$ cat config.mk
export PLATFORM = sky130hd
export DESIGN_NAME = issue_unit
export DESIGN_NICKNAME = d
export VERILOG_FILES = /design/src/rtl/tomasulo_pkg.sv /design/src/rtl/issue_decode.sv /design/src/rtl/issue_unit.sv
export SDC_FILE = /design/constraint.sdc
export NUM_CORES = 1
export LEC_CHECK = 0
export BUFFER_PORTS_ARGS = -buffer_cell sky130_fd_sc_hd__buf_2
export CAP_MARGIN = 25
export CORE_AREA = 2 2 127 117
export DETAILED_ROUTE_END_ITERATION = 8
export DIE_AREA = 0 0 129 119
export GPL_TIMING_DRIVEN = 1
export MAX_ROUTING_LAYER = met4
export PLACE_DENSITY = 0.75
export SLEW_MARGIN = 20
export SYNTH_ARGS = -nofsm -noshare
export SYNTH_HDL_FRONTEND = slang
export SYNTH_SLANG_ARGS = --single-unit
$ cat constraint.sdc
create_clock -name clk -period 4.2 [get_ports clk]
set_input_delay 0.21 -clock clk [delete_from_list [all_inputs] [get_ports clk]]
set_output_delay 0.21 -clock clk [all_outputs]
set_load 0.1 [all_outputs]
$ cat src/rtl/tomasulo_pkg.sv
// Shared encodings for the Tomasulo core: MIPS opcode/funct fields, ALU ops,
// reservation-station class indices and destination-register select.
package tomasulo_pkg;

  localparam logic [5:0] OP_RFMT   = 6'h00;
  localparam logic [5:0] OP_ADDI   = 6'h08;

  localparam logic [5:0] FUNC_ADD  = 6'h20;
  localparam logic [5:0] FUNC_SUB  = 6'h22;
  localparam logic [5:0] FUNC_AND  = 6'h24;
  localparam logic [5:0] FUNC_OR   = 6'h25;
  localparam logic [5:0] FUNC_MULU = 6'h19;
  localparam logic [5:0] FUNC_DIVU = 6'h1B;

  typedef enum logic [1:0] {
    ALU_ADD = 2'd0,
    ALU_SUB = 2'd1,
    ALU_AND = 2'd2,
    ALU_OR  = 2'd3
  } aluop_e;

  localparam int CLS_ADDSUB = 0;
  localparam int CLS_MUL    = 1;
  localparam int CLS_DIV    = 2;

  typedef enum logic {
    REGDST_RT = 1'b0,
    REGDST_RD = 1'b1
  } regdst_e;

endpackage

$ cat src/rtl/issue_decode.sv
// Combinational decode of the queue head: one-hot class, ALU op, destination,
// immediate select and an illegal flag. Zero latency, no flow control.
import tomasulo_pkg::*;

module issue_decode #(
  parameter int NUM_CLASS = 3
) (
  input  logic [5:0]           i_op,
  input  logic [5:0]           i_funct,
  input  logic [4:0]           i_rt,
  input  logic [4:0]           i_rd,
  output logic [NUM_CLASS-1:0] o_cls,
  output aluop_e               o_aluop,
  output logic [4:0]           o_dst,
  output logic                 o_use_imm,
  output logic                 o_illegal
);

  regdst_e w_regdst;

  always_comb begin
    o_cls     = '0;
    o_aluop   = ALU_ADD;
    w_regdst  = REGDST_RD;
    o_use_imm = 1'b0;
    o_illegal = 1'b1;
    case (i_op)
      OP_RFMT: begin
        case (i_funct)
          FUNC_ADD: begin
            o_cls[CLS_ADDSUB] = 1'b1;
            o_illegal         = 1'b0;
          end
          FUNC_SUB: begin
            o_cls[CLS_ADDSUB] = 1'b1;
            o_aluop           = ALU_SUB;
            o_illegal         = 1'b0;
          end
          FUNC_AND: begin
            o_cls[CLS_ADDSUB] = 1'b1;
            o_aluop           = ALU_AND;
            o_illegal         = 1'b0;
          end
          FUNC_OR: begin
            o_cls[CLS_ADDSUB] = 1'b1;
            o_aluop           = ALU_OR;
            o_illegal         = 1'b0;
          end
          FUNC_MULU: begin
            o_cls[CLS_MUL] = 1'b1;
            o_illegal      = 1'b0;
          end
          FUNC_DIVU: begin
            o_cls[CLS_DIV] = 1'b1;
            o_illegal      = 1'b0;
          end
          default: ;
        endcase
      end
      OP_ADDI: begin
        o_cls[CLS_ADDSUB] = 1'b1;
        w_regdst          = REGDST_RT;
        o_use_imm         = 1'b1;
        o_illegal         = 1'b0;
      end
      default: ;
    endcase
  end

  assign o_dst = (w_regdst == REGDST_RD) ? i_rd : i_rt;

endmodule

$ cat src/rtl/issue_unit.sv
// In-order issue stage: DEPTH-entry queue, head decode, one registered dispatch per cycle.
// Accept-to-issue latency 1 cycle; in_ready = count<DEPTH, head holds while its class is full.
import tomasulo_pkg::*;

module issue_unit #(
  parameter int DEPTH     = 4,
  parameter int NUM_CLASS = 3,
  parameter int CNT_W     = 16
) (
  input  logic                 clk,
  input  logic                 rst,
  input  logic                 in_valid,
  input  logic [31:0]          in_instr,
  output logic                 in_ready,
  input  logic                 flush,
  input  logic [NUM_CLASS-1:0] rs_full,
  output logic                 issue_valid,
  output logic [NUM_CLASS-1:0] issue_en,
  output logic [1:0]           issue_aluop,
  output logic [4:0]           issue_rs,
  output logic [4:0]           issue_rt,
  output logic [4:0]           issue_dst,
  output logic [15:0]          issue_imm,
  output logic                 issue_use_imm,
  output logic                 illegal,
  output logic [CNT_W-1:0]     stall_cnt
);

  localparam int PW = $clog2(DEPTH);
  localparam logic [PW:0]   CNT_ONE  = (PW+1)'(1);
  localparam logic [PW:0]   CNT_FULL = (PW+1)'(DEPTH);
  localparam logic [PW-1:0] PTR_ONE  = PW'(1);

  logic [31:0]          r_mem [DEPTH];
  logic [PW-1:0]        r_wr_ptr, r_rd_ptr;
  logic [PW:0]          r_count;
  logic                 r_valid;
  logic [NUM_CLASS-1:0] r_en;
  logic [1:0]           r_aluop;
  logic [4:0]           r_rs, r_rt, r_dst;
  logic [15:0]          r_imm;
  logic                 r_use_imm;
  logic                 r_illegal;
  logic [CNT_W-1:0]     r_stall_cnt;

  logic [31:0]          w_head;
  logic [NUM_CLASS-1:0] w_cls;
  aluop_e               w_aluop;
  logic [4:0]           w_dst;
  logic                 w_use_imm, w_illegal;
  logic                 w_active, w_blocked, w_push, w_pop, w_issue, w_stall;

  assign w_head = r_mem[r_rd_ptr];

  issue_decode #(.NUM_CLASS(NUM_CLASS)) u_decode (
    .i_op      (w_head[31:26]),
    .i_funct   (w_head[5:0]),
    .i_rt      (w_head[20:16]),
    .i_rd      (w_head[15:11]),
    .o_cls     (w_cls),
    .o_aluop   (w_aluop),
    .o_dst     (w_dst),
    .o_use_imm (w_use_imm),
    .o_illegal (w_illegal)
  );

  // Pop decision only considers the head when the queue is non-empty and not being flushed.
  assign w_active  = (r_count != '0) && !flush;
  assign w_blocked = |(w_cls & rs_full);
  assign w_push    = in_valid && in_ready && !flush;
  assign w_pop     = w_active && (w_illegal || !w_blocked);
  assign w_issue   = w_active && !w_illegal && !w_blocked;
  assign w_stall   = w_active && !w_illegal && w_blocked;

  always_ff @(posedge clk) begin
    if (w_push) r_mem[r_wr_ptr] <= in_instr;
  end

  always_ff @(posedge clk) begin
    if (rst) begin
      r_wr_ptr    <= '0;
      r_rd_ptr    <= '0;
      r_count     <= '0;
      r_valid     <= 1'b0;
      r_en        <= '0;
      r_aluop     <= '0;
      r_rs        <= '0;
      r_rt        <= '0;
      r_dst       <= '0;
      r_imm       <= '0;
      r_use_imm   <= 1'b0;
      r_illegal   <= 1'b0;
      r_stall_cnt <= '0;
    end else begin
      if (flush) begin
        r_wr_ptr <= '0;
        r_rd_ptr <= '0;
        r_count  <= '0;
      end else begin
        if (w_push) r_wr_ptr <= r_wr_ptr + PTR_ONE;
        if (w_pop)  r_rd_ptr <= r_rd_ptr + PTR_ONE;
        case ({w_push, w_pop})
          2'b10:   r_count <= r_count + CNT_ONE;
          2'b01:   r_count <= r_count - CNT_ONE;
          default: ;
        endcase
      end
      r_valid <= w_issue;
      r_en    <= w_issue ? w_cls : '0;
      // Data fields keep their last values across stalls and bubbles.
      if (w_issue) begin
        r_aluop   <= w_aluop;
        r_rs      <= w_head[25:21];
        r_rt      <= w_head[20:16];
        r_dst     <= w_dst;
        r_imm     <= w_head[15:0];
        r_use_imm <= w_use_imm;
      end
      if (w_pop && w_illegal) r_illegal <= 1'b1;
      if (w_stall && (r_stall_cnt != {CNT_W{1'b1}})) r_stall_cnt <= r_stall_cnt + CNT_W'(1);
    end
  end

  assign in_ready      = (r_count != CNT_FULL);
  assign issue_valid   = r_valid;
  assign issue_en      = r_en;
  assign issue_aluop   = r_aluop;
  assign issue_rs      = r_rs;
  assign issue_rt      = r_rt;
  assign issue_dst     = r_dst;
  assign issue_imm     = r_imm;
  assign issue_use_imm = r_use_imm;
  assign illegal       = r_illegal;
  assign stall_cnt     = r_stall_cnt;

endmodule

After elaboration in Yosys (flattened, before gate mapping)
Memory sizes are Yosys's and may differ from the RTL's. A register that Yosys moved wholly into a read port is not among the register bits.
Index checks and enable logic that the tools add are counted.
{"block": "totals", "reg_bits": 62, "latchBits": 0, "ramBits": 128, "mem_bits_ro": 0, "inputBits": 39, "out_inout_bits": 56, "word_cells": 69, "mem_count": 1}
{"memory": "r_mem", "depth": 4, "word_bits": 32, "rd": 1, "rd_ports_with_merged_regs": 1, "wr": 1, "line": "issue_unit.sv:34", "rtl": "logic [31:0] r_mem [DEPTH];"}
{"block": "op_classes", "addsub": 5, "multipliers": 0, "n_div": 0, "n_lt_le_gt_ge": 0, "eq_ne": 11, "shifts": 0, "n_mux": 16, "n_bitwise": 2, "n_reduce_logical": 21}
{"operator": "$eq 6x6->1 const B", "n": 4}
{"operator": "$add 16x1->16 const B", "n": 1}
{"operator": "$ne 16x16->1 const B", "n": 1}
{"operator": "$eq 6x5->1 const B", "n": 2}
{"operator": "$logic_and 1x1->1", "n": 9}
{"operator": "$mux 2", "n": 4}
{"operator": "$mux 1", "n": 7}
{"operator": "$eq 6x4->1 const B", "n": 1}
{"operator": "$logic_not 6->1", "n": 1}
{"operator": "$pmux 2 s3", "n": 1}
{"operator": "$pmux 3 s2", "n": 1}
{"operator": "$reduce_or 6->1", "n": 1}
{"operator": "$mux 5", "n": 1}
{"operator": "$add 2x1->2 const B", "n": 2}
{"operator": "$pmux 1 s2", "n": 2}
{"operator": "$reduce_or 2->1", "n": 2}
{"operator": "$reduce_or 4->1", "n": 1}
{"operator": "$add 3x1->3 const B", "n": 1}
{"operator": "$and 3x3->3", "n": 1}
{"operator": "$logic_not 1->1", "n": 3}
{"operator": "$ne 3x3->1 const B", "n": 1}
{"operator": "$reduce_bool 3->1", "n": 1}
{"operator": "$reduce_or 3->1", "n": 1}
{"operator": "$sub 3x1->3 const B", "n": 1}
{"operator": "5 further kinds", "n": 5}

Longest topological paths before layout
{"block": "depth", "depth_word": 11, "ltp_mapped": 12, "ltp_nobuf": 11}

Modules after synthesis
From an unflattened synthesis, not the netlist that was laid out.
{"block": "hier_totals", "hier_cells": 498, "area_unflattened_um2": 7414.6}
{"module": "issue_unit", "instances": 1, "cells_each": 475, "area_per_inst_um2": 7176.9, "seq_area_each_um2": 5124.9}
{"module": "issue_decode", "instances": 1, "cells_each": 23, "area_per_inst_um2": 237.7, "seq_area_each_um2": 0.0}

Worst setup path before layout
No wires, ideal clock.
{"block": "synth_path", "path_kind": "flip-flop to flip-flop", "start": "register (tool-made name)", "end": "register r_count[2]", "setup_ns": 0.070, "arrival_time_ns": 3.130, "t_required_ns": 4.130, "setup_slack_ns": 1.000, "stages_incl_launch_ff": 13, "n_path_buf": 1, "synth_period_minus_slack_ns": 3.200, "path_cell_list": "dfxtp_1 > buf_6 > mux4_2 > and4bb_1 > nor4b_4 > o21ai_0 > and2_1 > ha_1 > inv_1 > fa_1 > xor2_1 > or3_1 > a21oi_1"}
{"item": "end signal: assignment", "line": "issue_unit.sv:103", "rtl": "2'b10: r_count <= r_count + CNT_ONE;"}
{"item": "end signal: assignment", "line": "issue_unit.sv:104", "rtl": "2'b01: r_count <= r_count - CNT_ONE;"}
{"item": "end: declaration", "line": "issue_unit.sv:36", "rtl": "logic [PW:0] r_count;"}

==> run metrics <==
status completed; total placed cells including tap cells 797; Tcrit/Tclk final 85.4%; vias in the first global route 4960; critical path class flip-flop to flip-flop; crit-path max cell delay 0.67 ns; P_sw 0.000802 W; largest net degree at the start of global routing 43; crit-path cells mux4_2, mux2i_1, nor4b_4, o21ai_0, and2_1, ha_1, inv_1, fa_1, xor2_1, or3_1, a21oi_1; # diodes 0; DPL Wire Length 10400 um; Vias 4938; clock latency on the worst-skew pair 0.43 ns; die width 129 um; reg2reg path depth 11; routed vias/inst 5.78; area grow syn2layout 19.7%; number of synthesized flops with an enable pin 128; Total Routed Length 16100 um; Routed Antenna Nets 0; CORE AREA 14200 sq um; Post-Syn Area per Cell 14.5 sq um; Synth Area in Simple Gates 10.8%; Slew headroom 42.0%; Compound-Gate Fraction of Synth Area 7.77%; RSZ-0062 raised after global routing no; Seq pwr share 54.5%; worst clock skew 0.00762 ns; Mapped Cells 523; Pwr Density 413 nW/um^2; DR WL/cell 18.8 um; CTS tree done; Peak VDD IR 405 uV; worst min-delay path category input port to flip-flop; crit end category flip-flop; Crit-path slowest cell mux4_2; cts repair resizes 0; most common cell after layout, fill and taps aside edfxtp_1; Ys Warns 0; Yosys cell types 54; Die Area 15400 sq um; Switching Share 21.4%; ys flop type edfxtp_1; CTS Buffer Depth 2; first-pass GRT wire length 25400 um; Final Max Tran Viols 0; Mapped Area 7600 sq um; Synthesized Nets 569; I/O Buffers 94; sequential-to-total area share from yosys stat 67.5%; largest family of logic cells by synthesized area simple AND/OR/NAND/NOR gates; Critical Path RT 4.56 ns; slew of the pin with the lowest slew margin 0.869 ns; H-tree levels 4; Fmax 279 MHz; GRT Total Usage 22.6%; Chip Height 119 um; Max-Cap Viols 0; DRT Pass-1 Iters 5; io pins 95; xor and xnor fraction of the mapped netlist area 0.461%; GP Congestion 0.872; remaining global-route overflow 0; drc violations 0; Post-Route Utilization 63.8%; Rows 42; adder-cell share of the synthesized area 1.25%; CTS Buf Count 17; Worst-path clk slew 0.07 ns; number of synthesized register bits 192; Max Fanout on Critical Path 15; final setup vio count 0; Hold Worst Slack 0.0147 ns; startpoint types flip-flop; final hold violations 0; Setup TNS Final 0 ns; Post-synth ARST share 0%; Clk pwr share 41.3%; Combinational Power Share 4.2%; Tmin final 3.59 ns; post-route insts no fill 855; Initial Utilization 53.3%; antenna violations before repair 0; Sink Count 192; Cell Int Power 0.00295 W; clock root buffer clkbuf_16; most frequent cells in the layout edfxtp_1 (128), buf_2 (94), dfxtp_1 (63); Worst Path Arrival 3.95 ns; layout cells sized above 1 28.2%; mux cell area share after synthesis 9.65%; leak pwr 3.24 nW; WHS Path Cells 1; initial DRC count 391; # nets final 690
## power groups by stage
stage | Sequential (W) | Combinational (W) | Clock, W
6_report | 0.00205 | 0.000156 | 0.00155
5_1_grt | 0.00205 | 0.000170 | 0.00165
4_1_cts | 0.00205 | 0.000156 | 0.00158
3_5_place_dp | 0.00209 | 0.000136 | 0
3_3_place_gp | 0.00209 | 0.000130 | 0
2_1_floorplan | 0.00209 | 0.0000791 | 0
## Yosys cell counts, drive strengths merged (8+ instances only)
library cell    n  area [sq um]
o31ai          10          85.1
mux4           27           608
dfxtp          64          1280
or4            10          75.1
nand2          36           135
inv            13          48.8
edfxtp        128          3840
buf            15          93.8
o21ai          24           120
nand4          24           150
a21oi          26           130
mux2i           8          80.1
clkbuf         15          56.3
and2            8          50.1
nor2           25          96.4
a31o           10          87.6
nand3          10          50.1
## layer usage
metal	vias to the layer above	routed length [um]	track usage [%]
met5	-	0	-
met4	0	357	8.83
met3	25	1050	6.06
met2	190	8020	35.4
met1	2430	6650	28.3
li1	2293	-	-
## sequential cells by signal, indices dropped and copies added (netlist names), 2 cells and up, named ones only
name and cells:
r_count 3, r_rd_ptr 2, issue_rt 5, r_wr_ptr 2
issue_imm 16, issue_dst 5, stall_cnt 16, issue_rs 5
issue_en 3, r_mem 128, issue_aluop 2
## critical path, delay by kind of cell, from the launching register on
kind                     cells  cell delay, ns
AND/OR/NAND/NOR              3            0.63
flip-flops                   1            0.64
multiplexers                 2            1.01
AO/OA/AOI/OAI                2            0.46
adder cells (fa/ha/maj)      2            0.56
buffers and inverters        1            0.06
XOR/XNOR                     1            0.16
## stage by stage
stage | power, W | worst slack, ns | instance area [sq um]
CTS | 0.00378 | 0.577 | 9090
finish | 0.00375 | 0.614 | 9090
detailed placement | 0.00222 | 0.594 | 8260
global placement | 0.00222 | 0.690 | 8260
floorplan | 0.00217 | 1.00 | 7600
global route | 0.00386 | 0.352 | 9090
## worst paths after layout
kind | start | to | slack (ns)
hold / removal | in_instr[17] | r_mem[2][17] | 0.01
setup reg to reg | flip-flop | r_count[2] | 0.61
setup / recovery | flip-flop | r_count[2] | 0.61
hold reg to reg | issue_rs[0] | issue_rs[0] | 0.46
## logic make-up after synthesis
kind of cell               count (synthesis)
muxes                                     39
and+or+nand+nor                          148
AOI/OAI and AO/OA                         90
buffers and inverters                     43
adders and majority gates                  7
DFF                                      192
xor gates and xnor gates                   4
## what timing repair did
item	in CTS	in global routing
setup buffers	0	0
hold buffers	26	0
endpoints found under the hold margin	104	0
## layout make-up
type	count	area, sq um
Sequential cell	192	5130
Multi-Input combinational cell	288	2270
Clock buffer	20	447
Fill cell	1006	5150
Inverter	13	48.8
Clock inverter	12	128
Tap cell	198	248
Timing Repair Buffer	132	821
Power figures use the tool's default switching activity.
